### src/rtl/uart_pkg.sv
// Shared UART constants and types.
//
// Contents:
//   BYTES_PER_WORD  number of received bytes packed into one word.
//   CLK_FREQ, BAUD  default system clock and line rate.
//   recv_state_t    state encoding for the receive-side word assembler.
package uart_pkg;

    localparam int BYTES_PER_WORD = 4;
    localparam int CLK_FREQ       = 50_000_000;
    localparam int BAUD           = 115200;

    // IDLE: no partial word held; COLLECT: 1..3 bytes are waiting for the rest.
    typedef enum logic {
        IDLE    = 1'b0,
        COLLECT = 1'b1
    } recv_state_t;

endpackage

### src/rtl/sync_posedge_detect.sv
// Single-register rising-edge detector with synchronous active-high reset.
//
// Ports:
//   sys_clk  in   system clock
//   sys_rst  in   synchronous active-high reset
//   sig_in   in   level to watch (already in the sys_clk domain)
//   rise     out  high in every cycle where sig_in is high and was low
//                 in the previous cycle
module sync_posedge_detect (
    input  logic sys_clk,
    input  logic sys_rst,
    input  logic sig_in,
    output logic rise
);

    logic sig_d;

    // Remember last cycle's level. Clearing it on reset means a level that
    // is already high right after reset is reported as a fresh rise.
    always_ff @(posedge sys_clk) begin
        if (sys_rst) begin
            sig_d <= 1'b0;
        end else begin
            sig_d <= sig_in;
        end
    end

    assign rise = sig_in & ~sig_d;

endmodule

### src/rtl/uart_recv_cache.sv
// Receive-side word assembler for the UART path.
//
// Packs every four received bytes into one 32-bit word, first byte in
// bits [31:24], and offers the word to the consumer through a one-word
// holding register with a valid/ready handshake. A partial word is
// dropped after TIMEOUT_CYCLES of silence between bytes.
//
// Ports:
//   sys_clk            in   system clock
//   sys_rst            in   synchronous active-high reset
//   recv_byte_data     in   [7:0]  byte from the UART receiver
//   recv_done          in   receiver done flag (level or pulse; one byte per rising edge)
//   recv_4bytes_data   out  [31:0] assembled word, stable while valid
//   recv_4bytes_valid  out  holding register is full
//   recv_4bytes_ready  in   consumer accepts the word
//   frame_timeout      out  one-cycle pulse: a partial word was discarded
//   overflow           out  one-cycle pulse: a completed word was dropped
//   bytes_pending      out  [1:0]  bytes held in the assembly register
module uart_recv_cache
    import uart_pkg::*;
#(
    parameter int TIMEOUT_CYCLES = 13020,
    parameter int CNT_W          = 14
) (
    input  logic        sys_clk,
    input  logic        sys_rst,
    input  logic [7:0]  recv_byte_data,
    input  logic        recv_done,
    output logic [31:0] recv_4bytes_data,
    output logic        recv_4bytes_valid,
    input  logic        recv_4bytes_ready,
    output logic        frame_timeout,
    output logic        overflow,
    output logic [1:0]  bytes_pending
);

    localparam logic [CNT_W-1:0] CNT_LAST  = CNT_W'(TIMEOUT_CYCLES - 1);
    localparam logic [1:0]       LAST_SLOT = 2'(BYTES_PER_WORD - 1);

    recv_state_t      state;
    logic [23:0]      assembly;
    logic [CNT_W-1:0] idle_cnt;
    logic             byte_rise;
    logic [31:0]      full_word;

    sync_posedge_detect u_done_edge (
        .sys_clk (sys_clk),
        .sys_rst (sys_rst),
        .sig_in  (recv_done),
        .rise    (byte_rise)
    );

    // Only the low 24 bits of the assembly register are ever needed; the
    // fourth byte goes straight into the completed word.
    assign full_word = {assembly, recv_byte_data};

    // Assembly FSM, timeout counter and holding register in one block so
    // every output is registered. A byte arriving in the same cycle the
    // timeout expires is checked first and therefore wins. The handshake
    // clear is written before the state logic so that a word completing
    // on the accepting edge reloads the register in the same cycle.
    always_ff @(posedge sys_clk) begin
        if (sys_rst) begin
            state             <= IDLE;
            assembly          <= 24'h0;
            idle_cnt          <= '0;
            bytes_pending     <= 2'd0;
            recv_4bytes_data  <= 32'h0;
            recv_4bytes_valid <= 1'b0;
            frame_timeout     <= 1'b0;
            overflow          <= 1'b0;
        end else begin
            frame_timeout <= 1'b0;
            overflow      <= 1'b0;

            if (recv_4bytes_valid && recv_4bytes_ready) begin
                recv_4bytes_valid <= 1'b0;
            end

            case (state)
                IDLE: begin
                    if (byte_rise) begin
                        assembly      <= {16'h0, recv_byte_data};
                        bytes_pending <= 2'd1;
                        idle_cnt      <= '0;
                        state         <= COLLECT;
                    end
                end

                COLLECT: begin
                    if (byte_rise) begin
                        idle_cnt <= '0;
                        if (bytes_pending == LAST_SLOT) begin
                            assembly      <= 24'h0;
                            bytes_pending <= 2'd0;
                            state         <= IDLE;
                            if (!recv_4bytes_valid || recv_4bytes_ready) begin
                                recv_4bytes_data  <= full_word;
                                recv_4bytes_valid <= 1'b1;
                            end else begin
                                overflow <= 1'b1;
                            end
                        end else begin
                            assembly      <= {assembly[15:0], recv_byte_data};
                            bytes_pending <= bytes_pending + 2'd1;
                        end
                    end else if (idle_cnt == CNT_LAST) begin
                        assembly      <= 24'h0;
                        bytes_pending <= 2'd0;
                        idle_cnt      <= '0;
                        frame_timeout <= 1'b1;
                        state         <= IDLE;
                    end else begin
                        idle_cnt <= idle_cnt + 1'b1;
                    end
                end

                default: begin
                    state <= IDLE;
                end
            endcase
        end
    end

endmodule

### config.mk
export PLATFORM = sky130hd
export DESIGN_NAME = uart_recv_cache
export DESIGN_NICKNAME = d
export VERILOG_FILES = /design/src/rtl/uart_pkg.sv /design/src/rtl/sync_posedge_detect.sv /design/src/rtl/uart_recv_cache.sv
export SDC_FILE = /design/constraint.sdc
export NUM_CORES = 1
export LEC_CHECK = 0
export ABC_AREA = 1
export CAP_MARGIN = 20
export CORE_UTILIZATION = 50
export CTS_CLUSTER_SIZE = 25
export DETAILED_ROUTE_END_ITERATION = 7
export GPL_TIMING_DRIVEN = 0
export PLACE_DENSITY = 0.83
export SETUP_SLACK_MARGIN = 0.3
export SLEW_MARGIN = 20
export SYNTH_ARGS = -nofsm -noshare
export SYNTH_HDL_FRONTEND = slang
export SYNTH_SLANG_ARGS = --single-unit
### constraint.sdc
create_clock -name sys_clk -period 2.45 [get_ports sys_clk]
set_clock_uncertainty 0.15 [all_clocks]
set_input_delay 0.49 -clock sys_clk [delete_from_list [all_inputs] [get_ports sys_clk]]
set_output_delay 0.49 -clock sys_clk [all_outputs]
set_load 0.01 [all_outputs]
* Word-level counts from Yosys, hierarchy flattened
Cells that the tools add are included.
Storage, ports and cells: memories 0, bits in registers 77, latch bits 0, input bits 12, output and inout port bits 37, bits in read-only memories 0, bits in writable memories 0, logic and storage cells 53
Cells by class: shift-type cells 0, order comparisons 0, reduce and logical (&&, ||, !) cells 7, $mul 0, divide/modulo/power cells 0, mux-type cells 26, equal/unequal tests 4, bitwise gates (word level) 5, add/subtract/negate cells 2
Operator list (count):
- 24-bit 2-to-1 mux | 4
- 24-bit case mux with 2 select lines | 1
- 14-bit 2-to-1 mux | 3
- 14-bit case mux with 2 select lines | 1
- 14-bit by 1-bit adder with 14-bit output, second input constant | 1
- 14-bit equality test, second input constant | 1
- 1-bit 2-to-1 mux | 11
- 2-bit 2-to-1 mux | 4
- 1-bit inverter | 4
- 2-bit case mux with 2 select lines | 1
- 4-bit AND reduction | 1
- 4-bit OR reduction | 1
- 3-bit by 1-bit != test with 1-bit output, second input constant | 1
- 3-bit OR reduction | 1
- 2-bit by 1-bit adder with 2-bit output, second input constant | 1
- 2-bit equality test, second input constant | 1
- 2-bit != test, second input constant | 1
- 1-bit case mux with 2 select lines | 1
- 2-bit AND reduction | 1
- 1-bit bitwise AND | 1
- 1-bit logical AND | 1
- 1-bit logical NOT | 1
- 1-bit logical OR | 1

* Depth between registers and ports, before layout
Gate-level depths: netlist of the first run.
word-level depth 6, mapped depth 10

* Hierarchy
From an unflattened synthesis of the first run, not the netlist that was laid out.
Second synthesis, totals: cells, all modules 427, area, all modules 3115.5 um^2
Modules (own cells, without submodules):
- uart_recv_cache | area each 3084.2 um^2, cells each 423, instances 1
- sync_posedge_detect | area each 31.3 um^2, cells each 4, instances 1

* Worst setup path before layout of the first run
OpenSTA, ideal clock, no wires.
path kind input port to flip-flop, start in recv_done, end reg recv_4bytes_data[10], path buffers 1, slack 852 ps, required time 2187 ps, arrival time 1335 ps, cell stages on the path 10, path through inv_2 > nor2_4 > inv_2 > nor2_2 > nand2_2 > nor2_4 > inv_2 > buf_6 > nor2_1 > nor2_1
On the way: cells in the longest elaborated chain, start to end 2
Ends and longest elaborated chain:
- from (decl) | line uart_recv_cache.sv:28 | input logic recv_done,
- 1-bit bitwise AND | line sync_posedge_detect.sv:28 | assign rise = sig_in & ~sig_d;
- 4-bit AND reduction (no line)
- to (signal assigned) | line uart_recv_cache.sv:98 | recv_4bytes_data <= full_word;
- to (decl) | line uart_recv_cache.sv:29 | output logic [31:0] recv_4bytes_data,
Every way passes these cells. A chain may end at the register's enable or synchronous reset.

* Worst setup path after layout of the first run
start in recv_done, end reg recv_4bytes_data[11]
Same word-level chain as after synthesis.

==> results of run 1 <==
Yosys cell counts (all sizes together):
| cell type | number | area share [%] |
|---|---|---|
| inv | 28 | 3.3 |
| buf | 12 | 3.1 |
| dfxtp | 77 | 48 |
| ha | 2 | 0.78 |
| nor2 | 112 | 14 |
| nand2 | 102 | 12 |
| o21bai | 1 | 0.23 |
| a21oi | 30 | 4.8 |
| nor3 | 3 | 0.46 |
| nand3 | 24 | 3.7 |
| o21ai | 44 | 6.8 |
| nand3b | 1 | 0.23 |
| clkbuf | 8 | 0.93 |
| nor4 | 2 | 0.39 |
| nand4 | 5 | 0.97 |
placed cells by master, fill, tap and decap left out, types with 6 or more instances in the layout:
| cell | netlist | layout |
|---|---|---|
| inv_1 | 19 | 19 |
| dfxtp_1 | 77 | 77 |
| clkbuf_1 | 8 | 9 |
| nor2_1 | 104 | 104 |
| buf_4 | 6 | 6 |
| a21oi_1 | 29 | 29 |
| inv_2 | 9 | 9 |
| nand2_1 | 98 | 98 |
| o21ai_0 | 13 | 13 |
| o21ai_1 | 31 | 31 |
| nand3_1 | 24 | 24 |
| clkdlybuf4s50_1 | 0 | 48 |
| clkbuf_8 | 0 | 9 |
state kept, by name, indices dropped and copies added, names as in the netlist:
name	count
recv_4bytes_data	32
assembly	24
idle_cnt	14
bytes_pending	2
frame_timeout	1
overflow	1
recv_4bytes_valid	1
state	1
u_done_edge.sig_d	1
area by class of cell:
type / count / area, sq um / share of cell area, %
Tap cell: 75 / 93.8 / 2.35
Clock buffer: 10 / 128 / 3.19
Sequential cell: 77 / 1540 / 38.5
Buffer: 20 / 130 / 3.25
Timing Repair Buffer: 48 / 480 / 12.0
Multi-Input combinational cell: 326 / 1450 / 36.3
Inverter: 28 / 105 / 2.63
Clock inverter: 6 / 71.3 / 1.78
cell families after synthesis:
| group | synth area share, % |
|---|---|
| flops | 47.8 |
| simple gates | 32.4 |
| fa+ha+maj | 0.775 |
| compound gates | 11.8 |
| buf+inv | 7.29 |
path summary, 6_finish.rpt:
kind / start / depth (start not counted) / slack, ps / end
worst max-delay path: recv_done / 11 / 400 / recv_4bytes_data[11]
worst min-delay path: assembly[17] / 2 / 310 / assembly[17]
worst max register to register: idle_cnt[0] / 9 / 660 / idle_cnt[8]
worst min register to register: assembly[17] / 2 / 310 / assembly[17]
metal layers:
| layer | part of all wire (%) | track usage (%) | wire length (um) | up-vias |
|---|---|---|---|---|
| li1 | - | - | - | 1560 |
| met5 | 0 | 0 | 0 | - |
| met1 | 47 | 34.2 | 3700 | 1399 |
| met2 | 44 | 39.4 | 3470 | 110 |
| met4 | 1.7 | 8.60 | 133 | 0 |
| met3 | 6.8 | 8.90 | 534 | 14 |
stage by stage:
step | setup slack, ps | area [sq um]
after floorplan | 852 | 3230
after global placement | 112 | 3800
after detailed placement | 103 | 3800
after CTS | 460 | 4000
after global routing | 310 | 4000
final | 396 | 4000
where the power goes:
group	leakage, nW	internal (mW)	switching [mW]
logic	0.874	0.0548	0.0992
clock network	0.0931	0.477	0.496
registers	0.622	1.27	0.0191
total	1.59	1.80	0.614
critical path, cell delays in order:
cell	delay (ps)
clkdlybuf4s50_1	470
inv_2	50
nor2_4	160
inv_2	100
nor2_2	100
nand2_2	90
nor2_4	210
inv_2	120
buf_6	160
nor2_1	140
nor2_1	70
==> impl_metrics.yaml, run 1 <==
synthesis:
  synth_cells: 451
  ys_ff_latch: 77
  syn-cell-area_sq_um: 3230
  ys_seq_area_share_pct: 47.8
  synthDistinctLibCells: 24
  synth-warning-count: 0
  syn-num-nets: 465
  syn_avg_cell_area_sq_um: 7.16
final_layout:
  antenna_cells: 0
  area_growth_syn_to_layout_pct: 24.0
  drive_above_1_share_pct: 9.51
  utilization_pct: 66.0
  fin_nets: 524
  final_cells: 590
  fillCellCount: 549
sta:
  finalHoldViolations: 0
  worst_pin_slew_ps: 540
  finalMaxSlewViolations: 0
  setup_tns_ps: 0
  fmax_mhz: 487
  slew_headroom_pct: 63.7
  fin_hold_ws_ps: 313
  setup_viol: 0
  min_period_over_period_pct: 83.8
  period_needed_ps: 2050
  rsz0062_at_grt: "false"
clock_tree:
  cts.sinks: 77
  cts_made_buffers: 9
  holdBufCountCts: 0
  htree_num_levels: 3
  ctsResizeCount: 0
  tritoncts: "done"
  cts_setup_buffers: 0
  cts_buffer_depth: 2
  cts.reportedPaths.clkPinSlew_ps: 90
  clock_latency_ps: 360
  clock_tree.root_cell: "clkbuf_8"
floorplan:
  die_h_um: 82.4
  ioPinCount: 49
  rows: 28
  core_area_sq_um: 6060
  initial_core_util_pct: 53.3
  dieWidth_um: 82.4
  dieArea_sq_um: 6780
place:
  dp_cells: 574
  hpwl_um: 5470
  place.gp.congestion: 0.914
  portBuffers: 48
job:
  maxCapViolCount: 0
worst_setup_path:
  worst_setup_path_end_kind: "flop"
  startpoint_type: "primary input"
  crit_arrival_ps: 2160
  path_max_fanout: 10
  path_class: "primary input to flop"
  worstPathRequired_ps: 2560
global_route:
  grt_pass1_wl_um: 13000
  grt_overflow: 0
  grt_pass1_vias: 2799
  antenna_found_initial: 0
  grt_max_degree: 15
  grtUsageTotal_pct: 25.9
pwr:
  pwr_density_cell_nw_per_um2: 603
  peakVddDrop_mv: 0.398
  power.total_mw: 2.41
  p_leak_nw: 1.59
drt:
  drtIter0Drc: 282
  ant_nets: 0
  dr.pass1.iters: 7
  wl_um: 7840
  num_vias: 3083
  wl_per_cell_um: 13.3
  drcViolationCount: 0
  avgViaCountPerCell: 5.23
outcome:
  outcome: "finished, final reports clean"
hold_path:
  hold_path.class: "flop to flop"
No activity file was read; power rests on OpenSTA's default activity.
==> run 2, diff against run 1 <==
clock period = 2 ns   (was 2.45 ns; I/O delays follow)
==> run 2 against run 1 <==
  * Final cell count up 2.2%
  * Global-route usage increased by 0.89 points
  * Core utilization rose by 2.7 points
==> impl_metrics.yaml, run 2 (synthesis gave the netlist of run 1 again) <==
sta:
  finalHoldViolations: 0
  worst_pin_slew_ps: 515
  slew_headroom_pct: 65.7
  rsz0062_at_grt: "true"
  fin_ws_ps: 305
  min_period_over_period_pct: 84.7
  finalMaxSlewViolations: 0
  setup_tns_ps: 0
  fin_hold_ws_ps: 252
  fmax_mhz: 590
  setup_viol: 0
  period_needed_ps: 1690
worst_setup_path:
  reg2reg_from: "bytes_pending[0]"
  worst_setup_path_end_kind: "output pin"
  worstPathRequired_ps: 1450
  path_max_fanout: 3
  r2r_end: "recv_4bytes_data[26]"
  crit_arrival_ps: 1140
  r2r_cells: 10
  startpoint_type: "flop"
  reg2reg_slack_ps: 350
  path_class: "flop to output pin"
final_layout:
  drive_above_1_share_pct: 15.3
  largest_register: "recv_4bytes_data"
  reg_top3: "recv_4bytes_data (32), assembly (24), idle_cnt (14)"
  utilization_pct: 68.7
  largest_reg_flops: 32
  area_growth_syn_to_layout_pct: 29.0
  layout_common_cells: "98 x nor2_1, 97 x nand2_1, 73 x dfxtp_1"
  final_cells: 603
  stdcell_area_sq_um: 4160
  final_common_cell: "nor2_1"
  fin_nets: 537
  antenna_cells: 0
global_route:
  grtUsageTotal_pct: 26.8
  grt_overflow: 0
  grt_pass1_wl_um: 13500
  grt_pass1_vias: 2919
  grt_max_degree: 15
  antenna_found_initial: 0
drt:
  wl_per_cell_um: 13.7
  wl_um: 8270
  num_vias: 3202
  drtIter0Drc: 246
  dr.pass1.iters: 5
  avgViaCountPerCell: 5.31
  drcViolationCount: 0
  ant_nets: 0
floorplan:
  ioPinCount: 49
  dieArea_sq_um: 6780
  core_area_sq_um: 6060
  die_h_um: 82.4
  initial_core_util_pct: 53.3
  dieWidth_um: 82.4
  rows: 28
place:
  portBuffers: 48
  dp_cells: 574
  place_area_sq_um: 3800
  place.gp.congestion: 0.914
  hpwl_um: 5470
  pre_cts_ws_ps: -257
clock_tree:
  htree_num_levels: 3
  clock_latency_ps: 370
  cts_made_buffers: 9
  clock_tree.root_cell: "clkbuf_8"
  cts.reportedPaths.clkPinSlew_ps: 80
  cts_buffer_depth: 2
  cts.sinks: 77
  tritoncts: "done"
  holdBufCountCts: 0
hold_path:
  hold_start: "recv_done"
  hold_path.class: "primary input to flop"
  whs_path_depth: 3
  worstHoldEndpoint: "u_done_edge.sig_d"
pwr:
  power.total_mw: 2.99
  peakVddDrop_mv: 0.454
  pwr_density_cell_nw_per_um2: 718
  p_leak_nw: 1.86
outcome:
  outcome: "finished, final reports clean"
job:
  maxCapViolCount: 0
[run 2: changes by cell type in the layout (fill, tap and decap cells not counted), moves of 4 or more]
cell,delta
dfxtp_1,-4
buf_4,+10
nor2_1,-6
clkbuf_1,-4
clkdlybuf4s50_1,-38
dlygate4sd2_1,+38
clkbuf_2,+4
[run 2: worst max-delay path by stage]
stage	start	to	slack [ps]	cells after the start
floorplan	idle_cnt[0]	idle_cnt[9]	470	9
global placement	recv_done	recv_4bytes_data[21]	-250	11
detailed placement	recv_done	recv_4bytes_data[21]	-260	11
CTS	bytes_pending[0]	recv_4bytes_data[10]	310	9
global route	u_done_edge.sig_d	assembly[21]	270	8
finish	bytes_pending[0]	bytes_pending[0]	310	2
[run 2: worst max-delay path, cell delays in order (launching register included)]
cell and delay (ps):
dfxtp_4 360, buf_4 140, dlygate4sd2_1 270
[run 2: cell type report]
| cell class | count | area [sq um] |
|---|---|---|
| fill | 523 | 1900 |
| buffer | 20 | 146 |
| sequential | 77 | 1550 |
| tap | 75 | 93.8 |
| timing repair buffer | 61 | 551 |
| clock buffer | 10 | 128 |
| clock inverter | 6 | 71.3 |
| multi-input combinational | 326 | 1510 |
| inverter | 28 | 110 |
[run 2: what timing repair did]
item,in CTS,in global routing
cloned,1,0
gates resized for setup,54,16
buffers inserted,6,6
pin swaps,3,4
endpoints found under the setup margin,99,59
[run 2: power breakdown]
part | switching, mW | internal [mW]
clock | 0.618 | 0.585
sequential | 0.0261 | 1.55
combinational | 0.129 | 0.0771
total | 0.774 | 2.22
[run 2: routing by layer]
metal	vias to the layer above	part of all wire, %	track usage, %
met4	0	2.0	10.7
met1	1490	46	34.8
li1	1586	-	-
met3	16	6.6	7.80
met2	110	46	41.7
met5	-	0	0
